**src/rtl/gumnut_timer_pkg.sv**
```systemverilog
// Shared constants for the Gumnut port-bus interval timer.
// Holds the register offsets inside the 4-byte window, the CTRL/STATUS bit positions
// and the reset values of RELOAD/COUNT.
// Optional feature macro: GUMNUT_TIMER_OVF_EN adds the STATUS[1] overflow flag.
package gumnut_timer_pkg;

  localparam int unsigned DW = 8;

  // Register offsets within the window
  localparam logic [1:0] REG_CTRL   = 2'd0;
  localparam logic [1:0] REG_STATUS = 2'd1;
  localparam logic [1:0] REG_RELOAD = 2'd2;
  localparam logic [1:0] REG_COUNT  = 2'd3;

  // CTRL bit positions
  localparam int unsigned CTRL_EN   = 0;
  localparam int unsigned CTRL_IE   = 1;
  localparam int unsigned CTRL_AUTO = 2;
  localparam int unsigned CTRL_W    = 3;

  // STATUS bit positions
  localparam int unsigned STAT_TF  = 0;
  localparam int unsigned STAT_OVF = 1;

  localparam logic [DW-1:0] RELOAD_RST = 8'hFF;
  localparam logic [DW-1:0] COUNT_RST  = 8'hFF;

endpackage

```
**src/rtl/gumnut_timer_prescaler.sv**
```systemverilog
// Clock prescaler for the Gumnut timer.
// Counts 0..PRESCALE-1 while enabled and flags the terminal value as a tick.
// Ports:
//   clk_i     clock
//   rst_i     asynchronous active-low reset
//   en_i      count enable; counter is held at 0 while low
//   clr_i     synchronous clear back to 0
//   tick_c_o  combinational tick, high during the cycle the counter sits on its terminal value
module gumnut_timer_prescaler #(
  parameter int unsigned PRESCALE = 16
) (
  input  logic clk_i,
  input  logic rst_i,
  input  logic en_i,
  input  logic clr_i,
  output logic tick_c_o
);

  // PRESCALE of 1 still needs a one-bit counter
  localparam int unsigned PW = (PRESCALE > 1) ? $clog2(PRESCALE) : 1;
  localparam logic [PW-1:0] TERM = PW'(PRESCALE - 1);

  logic [PW-1:0] cnt_q, cnt_d;

  assign tick_c_o = en_i & (cnt_q == TERM);

  // Next count: hold at 0 when disabled/cleared, wrap after the tick
  always_comb begin
    cnt_d = cnt_q;
    if (!en_i || clr_i) begin
      cnt_d = '0;
    end else if (tick_c_o) begin
      cnt_d = '0;
    end else begin
      cnt_d = cnt_q + PW'(1);
    end
  end

  always_ff @(posedge clk_i or negedge rst_i) begin
    if (!rst_i) begin
      cnt_q <= '0;
    end else begin
      cnt_q <= cnt_d;
    end
  end

endmodule

```
**src/rtl/gumnut_port_timer.sv**
```systemverilog
// Programmable interval timer slave on the Gumnut CPU I/O port bus.
// Decodes a 4-register window (CTRL, STATUS, RELOAD, COUNT), counts prescaled ticks,
// raises int_req_o while the expired flag and interrupt enable are both set, and
// clears the flag on int_ack_i.
// Ports:
//   clk_i, rst_i            clock, asynchronous active-low reset
//   cyc_i, stb_i, we_i      bus cycle, strobe, write enable
//   adr_i[7:0], dat_i[7:0]  port address, write data
//   ack_o                   one-cycle acknowledge per transfer
//   dat_o[7:0]              read data, zero outside a read acknowledge
//   int_req_o               level interrupt request
//   int_ack_i               single-cycle interrupt acknowledge
// Optional feature macro: GUMNUT_TIMER_OVF_EN (STATUS[1] overflow flag).
module gumnut_port_timer
  import gumnut_timer_pkg::*;
#(
  parameter logic [7:0]  BASE_ADR = 8'h10,
  parameter int unsigned PRESCALE = 16
) (
  input  logic          clk_i,
  input  logic          rst_i,
  input  logic          cyc_i,
  input  logic          stb_i,
  input  logic          we_i,
  input  logic [7:0]    adr_i,
  input  logic [DW-1:0] dat_i,
  output logic          ack_o,
  output logic [DW-1:0] dat_o,
  output logic          int_req_o,
  input  logic          int_ack_i
);

  logic              ack_q, ack_d;
  logic [DW-1:0]     dat_q, dat_d;
  logic              irq_q, irq_d;
  logic [CTRL_W-1:0] ctrl_q, ctrl_d;
  logic              tf_q, tf_d;
  logic [DW-1:0]     reload_q, reload_d;
  logic [DW-1:0]     count_q, count_d;
`ifdef GUMNUT_TIMER_OVF_EN
  logic              ovf_q, ovf_d;
`endif

  logic          sel_c, acc_c, wr_c, rd_c;
  logic [1:0]    off_c;
  logic          tick_c, expire_c, pre_clr_c;
  logic [DW-1:0] rdata_c;

  // Bus decode; an access happens only on the cycle that raises ack
  assign sel_c    = cyc_i & stb_i & (adr_i[7:2] == BASE_ADR[7:2]);
  assign acc_c    = sel_c & ~ack_q;
  assign wr_c     = acc_c & we_i;
  assign rd_c     = acc_c & ~we_i;
  assign off_c    = adr_i[1:0];
  assign expire_c = tick_c & (count_q == '0);

  gumnut_timer_prescaler #(
    .PRESCALE (PRESCALE)
  ) u_prescaler (
    .clk_i    (clk_i),
    .rst_i    (rst_i),
    .en_i     (ctrl_q[CTRL_EN]),
    .clr_i    (pre_clr_c),
    .tick_c_o (tick_c)
  );

  // Read mux over current register contents
  always_comb begin
    rdata_c = '0;
    case (off_c)
      REG_CTRL:   rdata_c = DW'(ctrl_q);
      REG_STATUS: begin
        rdata_c[STAT_TF] = tf_q;
`ifdef GUMNUT_TIMER_OVF_EN
        rdata_c[STAT_OVF] = ovf_q;
`endif
      end
      REG_RELOAD: rdata_c = reload_q;
      REG_COUNT:  rdata_c = count_q;
      default:    rdata_c = '0;
    endcase
  end

  // Next-state: counter/expiry first, then flag clears/sets, then bus writes override
  always_comb begin
    ctrl_d    = ctrl_q;
    tf_d      = tf_q;
    reload_d  = reload_q;
    count_d   = count_q;
    pre_clr_c = 1'b0;
`ifdef GUMNUT_TIMER_OVF_EN
    ovf_d     = ovf_q;
`endif

    if (tick_c) begin
      if (count_q != '0) begin
        count_d = count_q - DW'(1);
      end else if (ctrl_q[CTRL_AUTO]) begin
        count_d = reload_q;
      end else begin
        ctrl_d[CTRL_EN] = 1'b0;
      end
    end

    // Expiry set wins over ack/W1C clear on the same edge
    if (int_ack_i || (wr_c && (off_c == REG_STATUS) && dat_i[STAT_TF])) begin
      tf_d = 1'b0;
    end
`ifdef GUMNUT_TIMER_OVF_EN
    if (wr_c && (off_c == REG_STATUS) && dat_i[STAT_OVF]) begin
      ovf_d = 1'b0;
    end
    if (expire_c && tf_q) begin
      ovf_d = 1'b1;
    end
`endif
    if (expire_c) begin
      tf_d = 1'b1;
    end

    if (wr_c) begin
      case (off_c)
        REG_CTRL: begin
          ctrl_d    = dat_i[CTRL_W-1:0];
          pre_clr_c = ~ctrl_q[CTRL_EN] & dat_i[CTRL_EN];
        end
        REG_RELOAD: reload_d = dat_i;
        REG_COUNT: begin
          count_d   = dat_i;
          pre_clr_c = 1'b1;
        end
        default: ;
      endcase
    end

    ack_d = acc_c;
    dat_d = rd_c ? rdata_c : '0;
    irq_d = tf_q & ctrl_q[CTRL_IE];
  end

  always_ff @(posedge clk_i or negedge rst_i) begin
    if (!rst_i) begin
      ack_q    <= 1'b0;
      dat_q    <= '0;
      irq_q    <= 1'b0;
      ctrl_q   <= '0;
      tf_q     <= 1'b0;
      reload_q <= RELOAD_RST;
      count_q  <= COUNT_RST;
`ifdef GUMNUT_TIMER_OVF_EN
      ovf_q    <= 1'b0;
`endif
    end else begin
      ack_q    <= ack_d;
      dat_q    <= dat_d;
      irq_q    <= irq_d;
      ctrl_q   <= ctrl_d;
      tf_q     <= tf_d;
      reload_q <= reload_d;
      count_q  <= count_d;
`ifdef GUMNUT_TIMER_OVF_EN
      ovf_q    <= ovf_d;
`endif
    end
  end

  assign ack_o     = ack_q;
  assign dat_o     = dat_q;
  assign int_req_o = irq_q;

endmodule
```
**config.mk**
```make
export PLATFORM = sky130hd
export DESIGN_NAME = gumnut_port_timer
export DESIGN_NICKNAME = d
export VERILOG_FILES = /design/src/rtl/gumnut_timer_pkg.sv /design/src/rtl/gumnut_timer_prescaler.sv /design/src/rtl/gumnut_port_timer.sv
export SDC_FILE = /design/constraint.sdc
export NUM_CORES = 1
export LEC_CHECK = 0
export ABC_CLOCK_PERIOD_IN_PS = 4100
export CAP_MARGIN = 0
export CORE_MARGIN = 8
export CORE_UTILIZATION = 55
export DETAILED_ROUTE_END_ITERATION = 8
export PLACE_DENSITY = 0.89
export SLEW_MARGIN = 10
export SYNTH_ARGS = -nofsm -noshare
export SYNTH_HDL_FRONTEND = slang
export SYNTH_SLANG_ARGS = --single-unit
export TNS_END_PERCENT = 10
```
**constraint.sdc**
```tcl
create_clock -name clk_i -period 4.1 [get_ports clk_i]
set_input_delay 0.41 -clock clk_i [delete_from_list [all_inputs] [get_ports clk_i]]
set_output_delay 0.41 -clock clk_i [all_outputs]
set_load 0.02 [all_outputs]
```
==> out/summary.txt, run 1 <==
Status -> finished, final reports clean
Yosys top cell by area -> dfrtp_1
Top_reg_cell synth -> dfrtp_1
Antenna violations before repair -> 0
Max Cap Viol -> 0
Max VDD drop -> 298 uV
Worst Path Max Fanout -> 12
Max Fclk -> 409 MHz
Final critical-path required period -> 2440 ps
Routability cong. -> 0.852
Cts bufs inserted -> 5
Area Growth Syn to Fin -> 21.6%
Crit path from -> adr_i[0]
DR DRC count -> 0
Post-CTS Hold Buffers -> 0
Leakage -> 0.000921 uW
Finished Core Util -> 0.690
Total GRT Usage -> 0.182
Post-synth ARST share -> 1.00
Worst-Skew Late Latency -> 340 ps
Reg2reg end -> count_q[4]
Fin. Hold Viols -> 0
Wire per inst -> 18.0 um
DP HPWL -> 3.34 mm
Pwr per Cell Area -> 475 nW/um^2
Slew at the pin closest to its max-slew limit -> 902 ps
Unrepaired setup endpoints after global routing -> no
Vias in the first global route -> 1558
Crit path DAT -> 2660 ps
Non-Filler Instances -> 255
Clock Tree Root -> clkbuf_4
CTS tree -> done
Final hold slack -> 470 ps
Top-count cell post-synth -> dfrtp_1
FF-to-FF Start -> count_q[0]
Mapped Area -> 1880 um^2
Part of the Yosys area used for sequential elements -> 0.463
Most frequent cells after synthesis -> 18 x dfrtp_1, 16 x dfstp_2, 13 x mux2_2, 13 x nor2_1, 11 x nand2_1
Startpoint Class -> input port
Max-Slew Margin vs Limit -> 0.393
Largest buffer count on any clock path -> 2
First-pass GRT wire length -> 7.71 mm
Critical path required time -> 4310 ps
Cells after Synth -> 177
Die Wd -> 74.5 um
Number of vias per cell -> 6.15
Core area -> 3310 um^2
Final Setup Violations -> 0
Placement row count -> 21
CP Class -> input port to register
Crit. End Element -> register
Chip height -> 74.5 um
Post-Syn Area per Cell -> 10.6 um^2
Top post-synthesis cells by area -> dfrtp_1 24%, dfstp_2 22%, mux2_2 7.8%, ha_1 6.0%, nor2_1 2.6%
Post-CTS sizing -> 0
R2r setup slk -> 1880 ps
FILL cells -> 263
Fin Setup TNS -> 0 ps
Clock skew -> 9.99 ps
Worst min-delay path category -> input port to asynchronous set/reset pin
Fraction of final layout cells sized beyond drive strength 1 -> 0.201
Grt total ovfl -> 0
Number of synthesized flops with an enable pin -> 0
# IOs -> 32
Drt initial violations -> 143
Synth top area share -> 0.240
Port-buffer cells -> 31
Synth cell types -> 46
Worst-path clk slew -> 100 ps
Nets -> 239
# diodes -> 0
H-tree Lvls -> 2
Yosys warns -> 0
Die ar. -> 5550 um^2
Final slew viol count -> 0
Number of detailed-route iterations in the first pass -> 5
Overall power -> 1090 uW
Dpl cells -> 247
Clock sinks -> 34
Synthesis-stage register bit count -> 34
Initial Util -> 0.568
Setup bufs post-CTS -> 0
Syn Nets -> 208
Total number of vias -> 1568
Largest net degree at the start of global routing -> 35
Final ANT Viol Nets -> 0
Worst R2R Path Depth -> 6
Total Wirelength -> 4.59 mm
Post-route clock period utilization -> 0.596
==> routing by layer <==
layer / GRT usage / up-vias / part of all wire
met5: 0 / - / 0
met4: 0.0587 / 0 / 0.017
met3: 0.0526 / 11 / 0.082
li1: - / 725 / -
met2: 0.289 / 77 / 0.48
met1: 0.232 / 755 / 0.42
==> critical path: stages <==
cell,delay (ps)
clkdlybuf4s50_1,560
ha_1,450
inv_1,70
or4_1,710
o21ai_1,340
nor3_1,120
==> cells by family (layout without fill, tap and decap cells) <==
family                   after synthesis  after routing  share of synthesized area
multiplexers                          17             17                     0.0991
adder cells (fa/ha/maj)                9              9                     0.0599
AO/OA/AOI/OAI                         41             41                      0.162
AND/OR/NAND/NOR                       57             57                      0.173
buffers and inverters                 17             49                     0.0339
XOR/XNOR                               2              2                    0.00932
flip-flops                            34             34                      0.463
==> flip-flops by register name (all words and copies together), names as in the netlist <==
register,flops
ctrl_q,3
u_prescaler.cnt_q,4
dat_o,8
reload_q,8
tf_q,1
ack_o,1
int_req_o,1
count_q,8
==> cells in the final DEF, fill, tap and decap left out, types with 2 or more instances in the layout <==
| cell | instances |
|---|---|
| clkdlybuf4s50_1 | 31 |
| dfrtp_1 | 18 |
| dfstp_2 | 16 |
| nor2_1 | 13 |
| mux2_2 | 13 |
| nand2_1 | 11 |
| inv_1 | 9 |
| ha_1 | 9 |
| nand3_1 | 7 |
| a21oi_1 | 6 |
| o21ai_0 | 5 |
| a22oi_1 | 5 |
| clkbuf_4 | 5 |
| o311ai_0 | 4 |
| nor3_1 | 4 |
| mux2i_1 | 4 |
| nor3b_1 | 3 |
| o31ai_1 | 3 |
| a222oi_1 | 3 |
| or4_1 | 2 |
| and4_1 | 2 |
| nor4_1 | 2 |
| nor2b_1 | 2 |
| nand4_1 | 2 |
| and2_1 | 2 |
| o2111ai_1 | 2 |
| a211oi_1 | 2 |
==> where the power goes <==
part / switching (uW) / internal [uW]
registers: 92.0 / 424
clock network: 112 / 83.1
logic: 211 / 162
total: 415 / 670
==> stage by stage <==
step                      setup slack, ps  instance area [um^2]
after floorplan                      2080                  1880
after global placement               1490                  2230
after detailed placement             1330                  2230
after CTS                            1680                  2290
after global routing                 1570                  2290
final                                1660                  2290
==> worst max-delay path by stage <==
stage	slack [ps]	cells past startpoint	end
after floorplan	2080	5	u_prescaler.cnt_q[3]
after global routing	1570	6	u_prescaler.cnt_q[3]
after detailed placement	1330	6	u_prescaler.cnt_q[3]
final	1660	6	u_prescaler.cnt_q[3]
after CTS	1680	6	u_prescaler.cnt_q[3]
after global placement	1490	6	u_prescaler.cnt_q[3]
==> cell type report <==
type                       instances  area, um^2  share of cell area
tap                               46        57.6              0.0252
inverter                           9        33.8              0.0148
timing repair buffer              32         318               0.139
clock inverter                     1        5.00             0.00219
multi-input combinational        126         946               0.414
sequential                        34         871               0.381
clock buffer                       7        55.1              0.0241
(Power assumes the default switching activity.)
==> inputs of run 2 (changes only) <==
Settings changed: ABC_CLOCK_PERIOD_IN_PS 4100 to 2400, CORE_UTILIZATION 55 to 52, PLACE_DENSITY 0.89 to 0.86.
Clock period 4.1 ns to 2.4 ns, I/O delays scaled along.
==> run 2 against run 1 <==
Sequential power up 69%. Power is 72% higher. Core utilization down 3.5 points. Combinational power up 76%. Largest cell class unchanged. Die area up 4.5%. Critical path depth fell by 2. Setup slack got worse by 1300 ps.
==> out/summary.txt, run 2 (synthesized netlist as in run 1, its figures left out) <==
Commonest non-fill, non-tap cells in the layout -> 31 x clkdlybuf4s50_1, 18 x dfrtp_1, 16 x dfstp_2
Critical path required time -> 2610 ps (-1700 ps)
Nets -> 246 (+2.9%)
Max Cap Viol -> 0 (unchanged)
Vias in the first global route -> 1644 (+5.5%)
Crit. End Element -> register
Die ar. -> 5800 um^2 (+4.5%)
Area Growth Syn to Fin -> 24.7%
Switching Share -> 0.373 (-0.0102)
Final slew viol count -> 0 (unchanged)
Part of the power in registers -> 0.468 (-0.008)
Clock skew -> 5.78 ps (-4.20 ps)
CTS tree -> done
Fin. Hold Viols -> 0 (unchanged)
Drt initial violations -> 177 (+24%)
FILL cells -> 292 (+11%)
Final ANT Viol Nets -> 0 (unchanged)
Largest buffer count on any clock path -> 2 (unchanged)
Total number of vias -> 1568 (unchanged)
Unrepaired setup endpoints after global routing -> no
Total GRT Usage -> 0.166 (-0.0167)
Area of the multi-input gates -> 946 um^2 (unchanged)
CP Class -> register to register
Sw Pwr -> 696 uW (+68%)
Fraction of final layout cells sized beyond drive strength 1 -> 0.231 (+0.0305)
Clock power frac -> 0.180 (about the same)
CP max-delay cell -> or4_1
# diodes -> 0 (unchanged)
Highest cell delay on the worst timing path -> 590 ps (-120 ps)
Core area -> 3580 um^2 (+8.1%)
Worst-Skew Late Latency -> 340 ps (about the same)
Worst slack at placement -> 28.8 ps (-1310 ps)
Commonest non-fill, non-tap cell in the layout -> clkdlybuf4s50_1
Routability cong. -> 0.945 (+11%)
Crit path DAT -> 2260 ps (-400 ps)
Startpoint Class -> register
Worst Path Max Fanout -> 4 (-8)
Final Setup Violations -> 0 (unchanged)
Die Wd -> 76.1 um (+2.2%)
CP top delay family -> simple AND/OR/NAND/NOR gates
Chip height -> 76.1 um (+2.2%)
DP HPWL -> 3.41 mm (+2.1%)
Cts bufs inserted -> 5 (unchanged)
Post-CTS sizing -> 0 (unchanged)
H-tree Lvls -> 2 (unchanged)
Post-route clock period utilization -> 0.853
Port-buffer cells -> 31 (unchanged)
CP Buf/Inv Count -> 0 (-2)
Leakage -> 0.000954 uW (+3.6%)
Max Fclk -> 488 MHz
Combinational share of power -> 0.352 (+0.008)
First-pass GRT wire length -> 7.96 mm (+3.1%)
Setup bufs post-CTS -> 0 (unchanged)
Final worst setup slack -> 353 ps (-1300 ps)
Reg area -> 871 um^2 (unchanged)
Initial Util -> 0.526 (-0.0425)
Fin Setup TNS -> 0 ps (unchanged)
# IOs -> 32 (unchanged)
Max VDD drop -> 460 uV (+55%)
Slew at the pin closest to its max-slew limit -> 597 ps (-306 ps)
CP Cell Sequence -> or4b_4 > or4_1 > o21ai_1 > nor3_1
Post-CTS Hold Buffers -> 0 (unchanged)
Worst-path clk slew -> 100 ps (about the same)
Worst min-delay path category -> input port to asynchronous set/reset pin
Number of detailed-route iterations in the first pass -> 5 (unchanged)
Antenna violations before repair -> 0 (unchanged)
Final critical-path required period -> 2050 ps
Largest net degree at the start of global routing -> 35 (unchanged)
Placement row count -> 22 (+4.8%)
Max-Slew Margin vs Limit -> 0.599 (+0.206)
Internal power -> 1170 uW (+75%)
Status -> finished, final reports clean
DR DRC count -> 0 (unchanged)
Clock sinks -> 34 (unchanged)
Total Wirelength -> 4.50 mm (-2.0%)
Clock Tree Root -> clkbuf_4
Number of vias per cell -> 5.94 (-3.4%)
Pwr per Cell Area -> 797 nW/um^2 (+68%)
Wire per inst -> 17.0 um (-5.3%)
Grt total ovfl -> 0 (unchanged)
==> run 2: worst register-to-register path: cells and delay by family, from the launching register on <==
family           cells  cell delay, ps
AND/OR/NAND/NOR      3            1220
flip-flops           1             400
AO/OA/AOI/OAI        1             310
==> run 2: path summary, 6_finish.rpt <==
kind | start | endpoint | slack [ps] | depth (start not counted)
max in group asynchronous | rst_i | count_q[0] | 1770 | 2
hold / removal | rst_i | ack_o | 290 | 2
setup / recovery | ack_o | u_prescaler.cnt_q[3] | 350 | 4
min in group clk_i | u_prescaler.cnt_q[0] | u_prescaler.cnt_q[0] | 470 | 1
setup reg to reg | ack_o | u_prescaler.cnt_q[3] | 350 | 4
hold reg to reg | u_prescaler.cnt_q[0] | u_prescaler.cnt_q[0] | 470 | 1
==> run 2: layout make-up <==
cell class | count | area share
Multi-Input combinational cell | 126 | 0.403
Sequential cell | 34 | 0.371
Timing Repair Buffer | 39 | 0.158
Tap cell | 48 | 0.0256
Clock buffer | 6 | 0.0219
Inverter | 9 | 0.0144
Clock inverter | 2 | 0.00534
==> run 2: layer usage <==
metal	share of wire	routed length (um)	vias up	GRT usage
li1	-	-	741	-
met1	0.43	1920	753	0.204
met2	0.49	2200	65	0.257
met3	0.065	294	9	0.0542
met4	0.018	82	0	0.0750
met5	0	0	-	0
==> run 2: metrics by stage <==
stage                     hold slack [ps]   util  cells  instance area [um^2]  power, uW
after floorplan                     -55.6      -    177                  1880       1300
after detailed placement              461  0.637    256                  2280       1520
after global placement                452  0.637    256                  2280       1520
after CTS                             304  0.655    264                  2340       1870
after global routing                  308  0.655    264                  2340       2020
final                                 287  0.655    264                  2340       1870
==> run 2: power groups by stage <==
stage	logic [uW]	registers, uW	clock network [uW]
after global placement	641	875	0
after global routing	739	896	385
after floorplan	484	820	0
after CTS	652	866	348
after detailed placement	648	877	0
final	659	874	336
==> inputs of run 3 (changes only) <==
Settings changed: CORE_UTILIZATION 52 to 35, PLACE_DENSITY 0.86 to 0.64.
==> run 3 against run 2 <==
Critical endpoint is now count_q[0]. Critical path depth rose by 2. Power grew 8.6%. Sequential cell count is the same. Combinational power barely moved. Fmax increased by 1.3%. Largest power group unchanged. Final area grew 3.5%. Global-route usage shrank 3.4 points. Non-clock buffer count grew 1. Final cell count rose by 8.7%. Via count decreased by 0.57%.
==> out/summary.txt, run 3 (synthesized netlist as in run 1, its figures left out) <==
Status -> finished, final reports clean
Vias in the first global route -> 1539 (-6.4%)
Part of the power in registers -> 0.432 (-0.036)
Worst-path clk slew -> 70 ps (-30 ps)
Fin. Hold Viols -> 0 (unchanged)
Grt total ovfl -> 0 (unchanged)
Cts bufs inserted -> 5 (unchanged)
Placement row count -> 26 (+18%)
CTS tree -> done
Unrepaired setup endpoints after global routing -> no
Reg2reg end -> count_q[0]
CP max-delay cell -> or4b_4
Placed cell area -> 2320 um^2 (+1.5%)
Sw Pwr -> 710 uW (+2.0%)
Crit. End Element -> register
Max Fclk -> 495 MHz (+1.3%)
CP Class -> input port to register
Core area -> 5140 um^2 (+44%)
Worst Path Max Fanout -> 6 (+2)
Wire per inst -> 16.6 um (-2.7%)
Setup bufs post-CTS -> 0 (unchanged)
Final slew viol count -> 0 (unchanged)
Nets -> 247 (+0.41%)
Die Wd -> 89.3 um (+17%)
DR DRC count -> 0 (unchanged)
Largest buffer count on any clock path -> 2 (unchanged)
Dpl cells -> 279 (+9.0%)
Clock sinks -> 34 (unchanged)
# diodes -> 0 (unchanged)
Largest net degree at the start of global routing -> 35 (unchanged)
Post-CTS sizing -> 0 (unchanged)
Chip height -> 89.3 um (+17%)
Startpoint Class -> input port
Clock skew -> 7.12 ps (+1.34 ps)
# IOs -> 32 (unchanged)
Commonest non-fill, non-tap cell in the layout -> clkdlybuf4s50_1
Clock power frac -> 0.243 (+0.063)
Total GRT Usage -> 0.132 (-0.0336)
Combinational share of power -> 0.325 (-0.027)
Highest cell delay on the worst timing path -> 550 ps (-40 ps)
Total number of vias -> 1559 (-0.57%)
Critical path required time -> 2620 ps (about the same)
Initial Util -> 0.366 (-0.160)
Max VDD drop -> 303 uV (-34%)
Internal power -> 1320 uW (+13%)
Max-Slew Margin vs Limit -> 0.614 (+0.0158)
Leakage -> 0.000983 uW (+3.0%)
Slew at the pin closest to its max-slew limit -> 573 ps (-23.4 ps)
Worst R2R Path Depth -> 5 (+1)
First-pass GRT wire length -> 8.01 mm (+0.69%)
Total Wirelength -> 4.76 mm (+5.8%)
CP Cell Sequence -> clkdlybuf4s50_1 > or4b_4 > nor4_4 > nand3_1 > buf_4 > mux2i_1
Crit path DAT -> 2240 ps (-20 ps)
Die ar. -> 7970 um^2 (+38%)
Fin Setup TNS -> 0 ps (unchanged)
Number of detailed-route iterations in the first pass -> 5 (unchanged)
Area Growth Syn to Fin -> 29.0%
FF-to-FF Start -> ack_o
Worst-Skew Late Latency -> 290 ps (-50 ps)
Worst min-delay path category -> input port to asynchronous set/reset pin
Drt initial violations -> 253 (+43%)
Port-buffer cells -> 31 (unchanged)
Commonest non-fill, non-tap cells in the layout -> 31 x clkdlybuf4s50_1, 18 x dfrtp_1, 16 x dfstp_2
Final instance area -> 2430 um^2 (+3.5%)
Number of vias per cell -> 5.43 (-8.5%)
Post-CTS Hold Buffers -> 0 (unchanged)
Fraction of final layout cells sized beyond drive strength 1 -> 0.235 (+0.00354)
Pwr per Cell Area -> 837 nW/um^2 (+5.0%)
Non-Filler Instances -> 287 (+8.7%)
Final critical-path required period -> 2020 ps (-25.7 ps)
DP HPWL -> 3.51 mm (+2.8%)
Final Setup Violations -> 0 (unchanged)
Routability cong. -> 0.867 (-8.2%)
Switching Share -> 0.350 (-0.0228)
Post-route clock period utilization -> 0.842 (-0.0107)
Final ANT Viol Nets -> 0 (unchanged)
H-tree Lvls -> 2 (unchanged)
Max Cap Viol -> 0 (unchanged)
R2r setup slk -> 400 ps (+50 ps)
Antenna violations before repair -> 0 (unchanged)
Clock Tree Root -> clkbuf_8
## run 3: cell type report
| type | instances | area (um^2) |
|---|---|---|
| fillers | 521 | 2710 |
| clock buffers | 8 | 110 |
| inverters | 9 | 33.8 |
| well taps | 70 | 87.6 |
| multi-input cells | 126 | 946 |
| flip-flops and latches | 34 | 871 |
| repair buffers | 40 | 378 |
## run 3: power by group through the flow
stage                     registers, uW  clock network, uW  logic (uW)
final                               877                494         659
after global routing                892                537         731
after CTS                           869                510         656
after detailed placement            874                  0         654
after global placement              875                  0         643
after floorplan                     820                  0         484
## run 3: through the flow
| stage | util | setup WS [ps] | total power (uW) | hold slack, ps |
|---|---|---|---|---|
| after floorplan | - | 383 | 1300 | -55.6 |
| after global placement | 0.451 | 82.9 | 1520 | 456 |
| after detailed placement | 0.451 | 49.7 | 1530 | 463 |
| after CTS | 0.472 | 357 | 2030 | 367 |
| after global routing | 0.472 | 236 | 2160 | 380 |
| final | 0.472 | 379 | 2030 | 344 |
## run 3: how the worst max path moves through the flow
stage	start	endpoint	slack, ps	depth (start not counted)
after floorplan	ack_o	u_prescaler.cnt_q[3]	380	5
after global placement	adr_i[7]	reload_q[1]	80	5
after detailed placement	adr_i[7]	reload_q[5]	50	5
after CTS	adr_i[7]	reload_q[5]	360	5
after global routing	ack_o	reload_q[2]	240	4
final	adr_i[7]	count_q[0]	380	6
## run 3: worst max-delay path: cells and delay by family
family                 cells  cell delay (ps)
buffers and inverters      2              620
muxes                      1              140
and+or+nand+nor            3             1240
## run 3: routing by layer
layer | track usage | wire length, um | vias up
met1 | 0.165 | 2190 | 756
met3 | 0.0404 | 335 | 7
met5 | 0 | 0 | -
met2 | 0.207 | 2170 | 58
li1 | - | - | 738
met4 | 0.0514 | 66 | 0
